$ cat src/rtl/phase_sequencer_if.sv
// -----------------------------------------------------------------------------
// phase_sequencer_if
//
// Purpose : Bundles the run-control inputs and the phase/status outputs of the
//           phase sequencer so they travel as one port.
//
// Signals : start, step, stop  - single-cycle run-control pulses (to sequencer)
//           halt               - CPU has executed HLT, level (to sequencer)
//           cntrl_clk, alu_clk - phase strobes (from sequencer)
//           fetch              - fetch half of the instruction cycle
//           cpu_rst_           - active-low reset to the CPU
//           running, halted    - status
//           phase              - current phase 0..7
//           icount             - completed instruction cycles (CNT_W bits)
//
// Modports: master - the controller/CPU side, drives the control inputs
//           slave  - the sequencer itself
// -----------------------------------------------------------------------------
interface phase_sequencer_if #(
    parameter int CNT_W = 16
);
    logic             start;
    logic             step;
    logic             stop;
    logic             halt;
    logic             cntrl_clk;
    logic             alu_clk;
    logic             fetch;
    logic             cpu_rst_;
    logic             running;
    logic             halted;
    logic [2:0]       phase;
    logic [CNT_W-1:0] icount;

    modport master (
        output start, step, stop, halt,
        input  cntrl_clk, alu_clk, fetch, cpu_rst_, running, halted, phase, icount
    );

    modport slave (
        input  start, step, stop, halt,
        output cntrl_clk, alu_clk, fetch, cpu_rst_, running, halted, phase, icount
    );
endinterface

$ cat src/rtl/phase_sequencer.sv
// -----------------------------------------------------------------------------
// phase_sequencer
//
// Purpose : Generates the eight-phase instruction cycle for a simple CPU and
//           controls run / single-step / stop / halt, the CPU reset stretch and
//           a saturating count of completed instruction cycles.
//
// Ports   : clk  - sole clock, rising edge
//           rst  - synchronous active-high reset
//           bus  - phase_sequencer_if.slave (control inputs, phase/status outputs)
//
// Parameters:
//           CNT_W    - width of icount
//           RST_HOLD - clk cycles cpu_rst_ stays low after rst deasserts
//
// Every output is decoded from registers only; no input reaches an output
// combinationally.
// -----------------------------------------------------------------------------
module phase_sequencer #(
    parameter int CNT_W    = 16,
    parameter int RST_HOLD = 2
) (
    input  logic               clk,
    input  logic               rst,
    phase_sequencer_if.slave   bus
);

    localparam int HOLD_W = (RST_HOLD < 1) ? 1 : $clog2(RST_HOLD + 1);

    typedef enum logic [1:0] {
        IDLE   = 2'd0,
        RUN    = 2'd1,
        STEP   = 2'd2,
        HALTED = 2'd3
    } state_t;

    state_t            state_q;
    state_t            state_d;
    logic [2:0]        ph_q;
    logic [CNT_W-1:0]  icount_q;
    logic              stop_pending_q;
    logic [HOLD_W-1:0] hold_q;

    logic active;    // RUN or STEP: phases advance
    logic boundary;  // this edge closes an instruction cycle
    logic cmd_ok;    // CPU out of reset, control pulses are honoured

    assign active   = (state_q == RUN) || (state_q == STEP);
    assign boundary = active && (ph_q == 3'd7);
    assign cmd_ok   = (hold_q == '0);

    // -------------------------------------------------------------------------
    // State register
    // -------------------------------------------------------------------------
    // NOTE: sequential state uses non-blocking assignments so every flop
    // samples the pre-edge values regardless of statement order.
    always_ff @(posedge clk) begin
        if (rst) begin
            state_q <= IDLE;
        end else begin
            state_q <= state_d;
        end
    end

    // -------------------------------------------------------------------------
    // Phase, cycle counter, pending stop and CPU reset stretch
    // -------------------------------------------------------------------------
    always_ff @(posedge clk) begin
        if (rst) begin
            // A reset mid-cycle simply discards the cycle; icount is not bumped.
            ph_q           <= 3'd0;
            icount_q       <= '0;
            stop_pending_q <= 1'b0;
            hold_q         <= HOLD_W'(RST_HOLD);
        end else begin
            if (active) begin
                ph_q <= ph_q + 3'd1;  // 7 -> 0 wrap is the boundary reset
            end

            if (boundary && (icount_q != '1)) begin
                icount_q <= icount_q + CNT_W'(1);
            end

            // Remembered only while RUN continues; any exit from RUN drops it.
            if ((state_q == RUN) && (state_d == RUN)) begin
                stop_pending_q <= stop_pending_q | (bus.stop & cmd_ok);
            end else begin
                stop_pending_q <= 1'b0;
            end

            if (hold_q != '0) begin
                hold_q <= hold_q - HOLD_W'(1);
            end
        end
    end

    // -------------------------------------------------------------------------
    // Next-state logic
    // -------------------------------------------------------------------------
    // NOTE: the default assignment at the top keeps this block free of
    // inferred latches whatever path the case statement takes.
    always_comb begin
        state_d = state_q;
        unique case (state_q)
            IDLE: begin
                if (cmd_ok && bus.start) begin
                    state_d = RUN;
                end else if (cmd_ok && bus.step) begin
                    state_d = STEP;
                end
            end
            RUN: begin
                // A stop landing on the boundary cycle itself counts too.
                if (boundary) begin
                    if (bus.halt) begin
                        state_d = HALTED;
                    end else if (stop_pending_q || (bus.stop && cmd_ok)) begin
                        state_d = IDLE;
                    end
                end
            end
            STEP: begin
                if (boundary) begin
                    state_d = bus.halt ? HALTED : IDLE;
                end
            end
            HALTED: begin
                state_d = HALTED;
            end
            default: begin
                state_d = IDLE;
            end
        endcase
    end

    // -------------------------------------------------------------------------
    // Output decode (registers only)
    // -------------------------------------------------------------------------
    always_comb begin
        bus.cntrl_clk = active & ph_q[0];
        bus.alu_clk   = active & (ph_q[2:1] == 2'b11);
        bus.fetch     = active & ~ph_q[2];
        bus.running   = active;
        bus.halted    = (state_q == HALTED);
        bus.phase     = ph_q;
        bus.icount    = icount_q;
        bus.cpu_rst_  = cmd_ok;
    end

endmodule

$ cat src/flat_wrapper.sv
// flat-port wrapper written by rule: the top's interface ports become plain ports
module phase_sequencer_flat 
#(
    parameter int CNT_W    = 16,
    parameter int RST_HOLD = 2
)
  (clk, rst, bus_start, bus_step, bus_stop, bus_halt, bus_cntrl_clk, bus_alu_clk, bus_fetch, bus_cpu_rst_, bus_running, bus_halted, bus_phase, bus_icount);
  phase_sequencer_if #(.CNT_W(CNT_W)) bus_i ();
  input  logic clk;
  input  logic rst;
  input wire logic [$bits(bus_i.start)-1:0] bus_start;
  input wire logic [$bits(bus_i.step)-1:0] bus_step;
  input wire logic [$bits(bus_i.stop)-1:0] bus_stop;
  input wire logic [$bits(bus_i.halt)-1:0] bus_halt;
  output wire logic [$bits(bus_i.cntrl_clk)-1:0] bus_cntrl_clk;
  output wire logic [$bits(bus_i.alu_clk)-1:0] bus_alu_clk;
  output wire logic [$bits(bus_i.fetch)-1:0] bus_fetch;
  output wire logic [$bits(bus_i.cpu_rst_)-1:0] bus_cpu_rst_;
  output wire logic [$bits(bus_i.running)-1:0] bus_running;
  output wire logic [$bits(bus_i.halted)-1:0] bus_halted;
  output wire logic [$bits(bus_i.phase)-1:0] bus_phase;
  output wire logic [$bits(bus_i.icount)-1:0] bus_icount;
  assign bus_i.start = bus_start;
  assign bus_i.step = bus_step;
  assign bus_i.stop = bus_stop;
  assign bus_i.halt = bus_halt;
  assign bus_cntrl_clk = bus_i.cntrl_clk;
  assign bus_alu_clk = bus_i.alu_clk;
  assign bus_fetch = bus_i.fetch;
  assign bus_cpu_rst_ = bus_i.cpu_rst_;
  assign bus_running = bus_i.running;
  assign bus_halted = bus_i.halted;
  assign bus_phase = bus_i.phase;
  assign bus_icount = bus_i.icount;
  phase_sequencer #(.CNT_W(CNT_W), .RST_HOLD(RST_HOLD)) u_core (.clk(clk), .rst(rst), .bus(bus_i));
endmodule
$ cat config.mk
export PLATFORM = sky130hd
export DESIGN_NAME = phase_sequencer_flat
export DESIGN_NICKNAME = d
export VERILOG_FILES = /design/src/rtl/phase_sequencer_if.sv /design/src/rtl/phase_sequencer.sv /design/src/flat_wrapper.sv
export SDC_FILE = /design/constraint.sdc
export NUM_CORES = 1
export LEC_CHECK = 0
export ABC_AREA = 1
export CAP_MARGIN = 20
export CORE_MARGIN = 10
export CORE_UTILIZATION = 45
export DETAILED_ROUTE_END_ITERATION = 8
export GPL_ROUTABILITY_DRIVEN = 0
export HOLD_SLACK_MARGIN = 0.02
export PLACE_DENSITY_LB_ADDON = 0.3
export SYNTH_ARGS = -nofsm -noshare
export SYNTH_HDL_FRONTEND = slang
export SYNTH_SLANG_ARGS = --single-unit
$ cat constraint.sdc
create_clock -name clk -period 4.4 [get_ports clk]
set_input_delay 0.88 -clock clk [delete_from_list [all_inputs] [get_ports clk]]
set_output_delay 0.88 -clock clk [all_outputs]
set_load 0.005 [all_outputs]
# After elaboration in Yosys (flattened, before gate mapping)
# Cells that the tools add are included.
[word_totals] ff_bits=24 out_inout_bits=25 wordCells=42
[op_classes] add_sub_neg=3 eq_ne=7 n_mux=8 bitwise=7 reduce_logical=12
[ops] operator="16-bit by 1-bit adder with 16-bit output, second input constant" count=1
[ops] operator="16-bit != test, second input constant" count=1
[ops] operator="2-bit two-way mux" count=7
[ops] operator="2-bit case mux with 4 select lines" count=1
[ops] operator="2-bit equality test, second input constant" count=3
[ops] operator="1-bit logical AND" count=6
[ops] operator="1-bit bitwise AND" count=4
[ops] operator="2-bit by 1-bit equality test with 1-bit output, second input constant" count=2
[ops] operator="2-bit logical NOT" count=2
[ops] operator="3-bit by 1-bit adder with 3-bit output, second input constant" count=1
[ops] operator="3-bit equality test, second input constant" count=1
[ops] operator="1-bit logical OR" count=2
[ops] operator="1-bit NOT" count=2
[ops] operator="2-bit nonzero test" count=1
[ops] operator="2-bit OR reduction" count=1
[ops] operator="2-bit by 1-bit subtractor with 2-bit output, second input constant" count=1
[ops] operator="1-bit OR" count=1

# Logic depth before layout (Yosys ltp)
[logic_depth] ltp_word=11 mapped_depth=9 depth_no_buf=9

# Worst setup path before layout
# OpenSTA, ideal clock, no wires.
[synth_timing] path_kind="register -> output" startpoint="reg u_core.state_q[0]" endpoint="out bus_alu_clk" arrival_ps=1022 required_time_ps=3520 slack_ps=2498 stages_incl_launch_ff=5 path_buffers=0 path_cell_list="dfxtp_1 -> inv_1 -> ha_1 -> inv_1 -> nor2_1"
[synth_between] elab_chain_len=3
[synth_lines] item="start, declared" line="phase_sequencer.sv:37" source="state_t state_q;"
[synth_lines] item="start signal, assigned" line="phase_sequencer.sv:61" source="state_q <= state_d;"
[synth_lines] item="2-bit by 1-bit equality test with 1-bit output or 2-bit equality test (tied branches)" line="phase_sequencer.sv:48" source="assign active = (state_q == RUN) || (state_q == STEP);"
[synth_lines] item="1-bit logical OR (*)" line="phase_sequencer.sv:48"
[synth_lines] item="via bus_running" line="flat_wrapper.sv:19" source="output wire logic [$bits(bus_i.running)-1:0] bus_running;"
[synth_lines] item="1-bit bitwise AND (*)" line="phase_sequencer.sv:141" source="bus.alu_clk = active & (ph_q[2:1] == 2'b11);"
[synth_lines] item="end, declared" line="flat_wrapper.sv:16" source="output wire logic [$bits(bus_i.alu_clk)-1:0] bus_alu_clk;"
# The timed path passes the listed nets; every way through them passes the cells marked *.

# Worst setup path after layout
[layout_timing] startpoint="reg u_core.state_q[1]" endpoint="out bus_alu_clk"
[layout_between] elab_chain_len=3
[layout_lines] item="2-bit by 1-bit equality test with 1-bit output or 2-bit equality test (tied branches)" line="phase_sequencer.sv:48"
[layout_lines] item="1-bit logical OR (*)" line="phase_sequencer.sv:48"
[layout_lines] item="1-bit bitwise AND (*)" line="phase_sequencer.sv:141"
# Every way passes the cells marked *; elsewhere a longest branch is shown, timed or not.

==> summary.md <==
| Metric | Value |
|---|---|
| DIE AREA | 5920 um2 |
| Max-capacitance violation count | 0 |
| Number of synthesized flops with an enable pin | 0 |
| Slowest library cell on the worst path | sky130_fd_sc_hd__clkdlybuf4s50_1 |
| Clock sink total | 24 |
| Number of global-route vias before repair | 1360 |
| TritonCTS clock tree | yes |
| Share of synthesized area occupied by flip-flops and latches | ~33% |
| Largest stage delay on the critical path | roughly 0.50 ns |
| Clock Skew | 0.00802 ns |
| Cell Area, Synth | 1460 um2 |
| Count of endpoints failing setup in the final report | 0 |
| Nets in the synthesized netlist | 230 |
| Hold-fix buffers, CTS | 0 |
| Via total after detailed routing | 1399 |
| Number of buffers on the longest clock path | 2 |
| Detail Route Antenna Nets | 0 |
| Worst slew margin | between 50% and 60% |
| Final worst path period share | approximately 64% |
| Row count | 20 |
| F_max | 354 MHz |
| Run status | finished clean |
| Crit path top cell by count | sky130_fd_sc_hd__inv_1 |
| Yosys top cell by area | sky130_fd_sc_hd__dfxtp_1 |
| Number of endpoints with negative hold slack in the final report | 0 |
| Maximum number of pins on one net before global-route repair | 16 |
| Sequential cell area in the final layout | 480 um2 |
| Fraction of registers with async set or reset after synthesis | 0% |
| Clock latency on the worst-skew pair | 0.32 ns |
| Total CTS buffers | 3 |
| Critical Path End Type | primary output |
| Grt peak-use layer | met2 |
| Total of cells resized after clock tree synthesis | 0 |
| Pins over their slew limit | 0 |
| Layout cells sized above 1 | 11.3% |
| Setup TNS | 0 ns |
| Post-synthesis cell type count | 20 |
| Synthesized-area fraction occupied by xor and xnor cells | 4.20% |
| Number of input and output port buffers inserted | 30 |
| Post-CTS setup buffers | 0 |
| Post-Syn Area per Cell | 6.75 um2 |
| Main flop type after synthesis | sky130_fd_sc_hd__dfxtp_1 |
| Source of the critical timing path | u_core.state_q[1]$_SDFF_PP0_ |
| Ant. Diodes | 0 |
| Detailed-route vias per instance | 4.79 |
| Start of the worst register-to-register path | u_core.state_q[1]$_SDFF_PP0_ |
| Total Nets Final | 263 |
| Dominant combinational cell family by area after synthesis | simple AND/OR/NAND/NOR gates |
| Most frequently used cell type in the post-synthesis netlist | sky130_fd_sc_hd__nand2_1 |
| Number of H-tree levels | 1 |
| Most frequent cells after synthesis | sky130_fd_sc_hd__nand2_1, sky130_fd_sc_hd__inv_1, sky130_fd_sc_hd__nor2_1, sky130_fd_sc_hd__dfxtp_1, sky130_fd_sc_hd__nand3_1 |
| Complex-gate fraction of the synthesized area | between 10% and 20% |
| Drc violations | 0 |
| Global-route wire length before repair | 5.98 mm |
| Antenna violations before repair | 0 |
| Crit-path leading delay family | buffers and inverters |
| Number of fillers in the final layout | between 300 and 400 |
| Post-layout instance area | between 1500 and 2000 um2 |
| Met3 Use GR | approximately 4.8% |
| Height of the die | 76.9 um |
| Number of synthesis warnings | 0 |
| Worst slew pin tran | around 0.73 ns |
| Basic-gate share of the synthesized area counting and, or, nand and nor cells | 35.3% |
| Count of mapped cells out of synthesis | ~220 |
| CTS Root Buffer Type | sky130_fd_sc_hd__clkbuf_4 |
| Maximum fanout count along the critical path | 7 |
| Cell-by-cell listing of the critical path | inv_1 -> ha_1 -> inv_1 -> nor2_1 -> clkdlybuf4s50_1 |
| Met2 Resource Use GR | 19.6% |
| HP Start | u_core.hold_q[0]$_SDFFE_PP0P_ |
| Floorplan die width | a little under 80 um |
| WP buf/inv | 3 |
| Met1 layer usage reported by global route | 13.5% |
| Post-place instance area | 1800 um2 |
| Post-DR wirelength/cell | 11.2 um |
| Starting Density | between 40 and 50% |
| DR iter-0 viols | 113 |
| Total half-perimeter wirelength after legalization and detailed placement | 2.59 mm |
| Flops & latches, synth | 24 |
| Area growth from synthesis to final layout | 25.8% |
| Multi-input combinational cell area | approximately 850 um2 |
| Post-layout minimum cycle time | ~2.8 ns |
| CP Class | flip-flop to primary output |
| Unrepaired setup endpoints after global routing | no |
| I/O pin count | 31 |
| Adder-cell share of the synthesized area | ~6.9% |
| 1st-pass router iterations | 4 |
| Total GRT Usage | between 10% and 20% |
| Crit path DAT | 1.94 ns |
| Peak ir drop on the vdd network | 0.000212 V |
| Power density of the placed cells | 333 nW/um2 |
| Critical Path Start Type | flip-flop |
| Leakage Power | 0.738 nW |
| Post-synth top area share | between 30% and 40% |
| Wire length reported by the detailed router | 3.27 mm |
| Top area cells in the synthesized netlist | sky130_fd_sc_hd__dfxtp_1, sky130_fd_sc_hd__nand2_1, sky130_fd_sc_hd__inv_1 |
| Portion of netlist area occupied by mux cells | 0% |
| Path type of the worst min-delay path | flip-flop to flip-flop |
| Clock slew at the register clock pins of the worst setup and hold paths | 0.14 ns |
| CP required | 3.52 ns |
| Floorplan Core Area | 3080 um2 |
| Total congestion overflow | 0 |
-- sequential cells by signal, summed over array words and instances, names as in the netlist --
signal	count
u_core.state_q	2
u_core.hold_q	2
u_core.stop_pending_q	1
u_core.bus.phase	3
u_core.bus.icount	16
-- logic make-up (layout without fill, tap and decap cells) --
family          after synthesis  in the layout
compound gates               28             28
xor+xnor                      7              7
fa+ha+maj                     8              8
buf+inv                      31             63
flops                        24             24
simple gates                118            118
-- layout by cell type (no fill, tap or decap), drive strengths merged --
master	Yosys	layout
nand2	58	58
nor2	36	36
clkdlybuf4s50	0	30
inv	29	29
dfxtp	24	24
a21oi	19	19
nand3	18	18
o21ai	9	9
ha	8	8
xor2	4	4
nand4	4	4
clkbuf	1	4
xnor2	3	3
or2	2	2
-- final cells by class --
class                      instances  share of cell area (%)
inverter                          29                    5.93
multi-input combinational        161                    46.6
tap                               44                    3.00
timing repair buffer              30                    16.4
clock buffer                       4                    1.98
sequential                        24                    26.2
-- layer usage --
metal / vias to the layer above / wire length (um)
li1: 750 / -
met1: 607 / 1480
met2: 40 / 1500
met3: 2 / 272
met4: 0 / 14
met5: - / 0
-- through the flow --
| stage | cells | setup WS, ns | util, % | hold WS [ns] | total power (W) |
|---|---|---|---|---|---|
| CTS | 292 | 1.54 | 59.6 | 0.464 | 0.000622 |
| detailed placement | 288 | 1.92 | 58.5 | 0.443 | 0.000503 |
| global route | 292 | 1.40 | 59.6 | 0.513 | 0.000667 |
| finish | 292 | 1.58 | 59.6 | 0.468 | 0.000612 |
| global placement | 288 | 1.93 | 58.5 | 0.444 | 0.000499 |
| floorplan | 216 | 2.50 | - | 0.422 | 0.000402 |
-- final timing paths --
kind / end / slack (ns) / cells past startpoint
max: bus_alu_clk / 1.58 / 5
min: u_core.hold_q[0]$_SDFFE_PP0P_ / 0.47 / 1
max reg2reg: u_core.bus.icount[1]$_SDFFE_PP0P_ / 2.42 / 6
min reg2reg: u_core.hold_q[0]$_SDFFE_PP0P_ / 0.47 / 1
-- where the power goes --
group	switching (W)	internal [W]
sequential	0.0000264	0.000245
clock	0.0000680	0.0000507
combinational	0.000111	0.000110
total	0.000206	0.000406
Note: power is estimated with default switching activity, not from simulation.
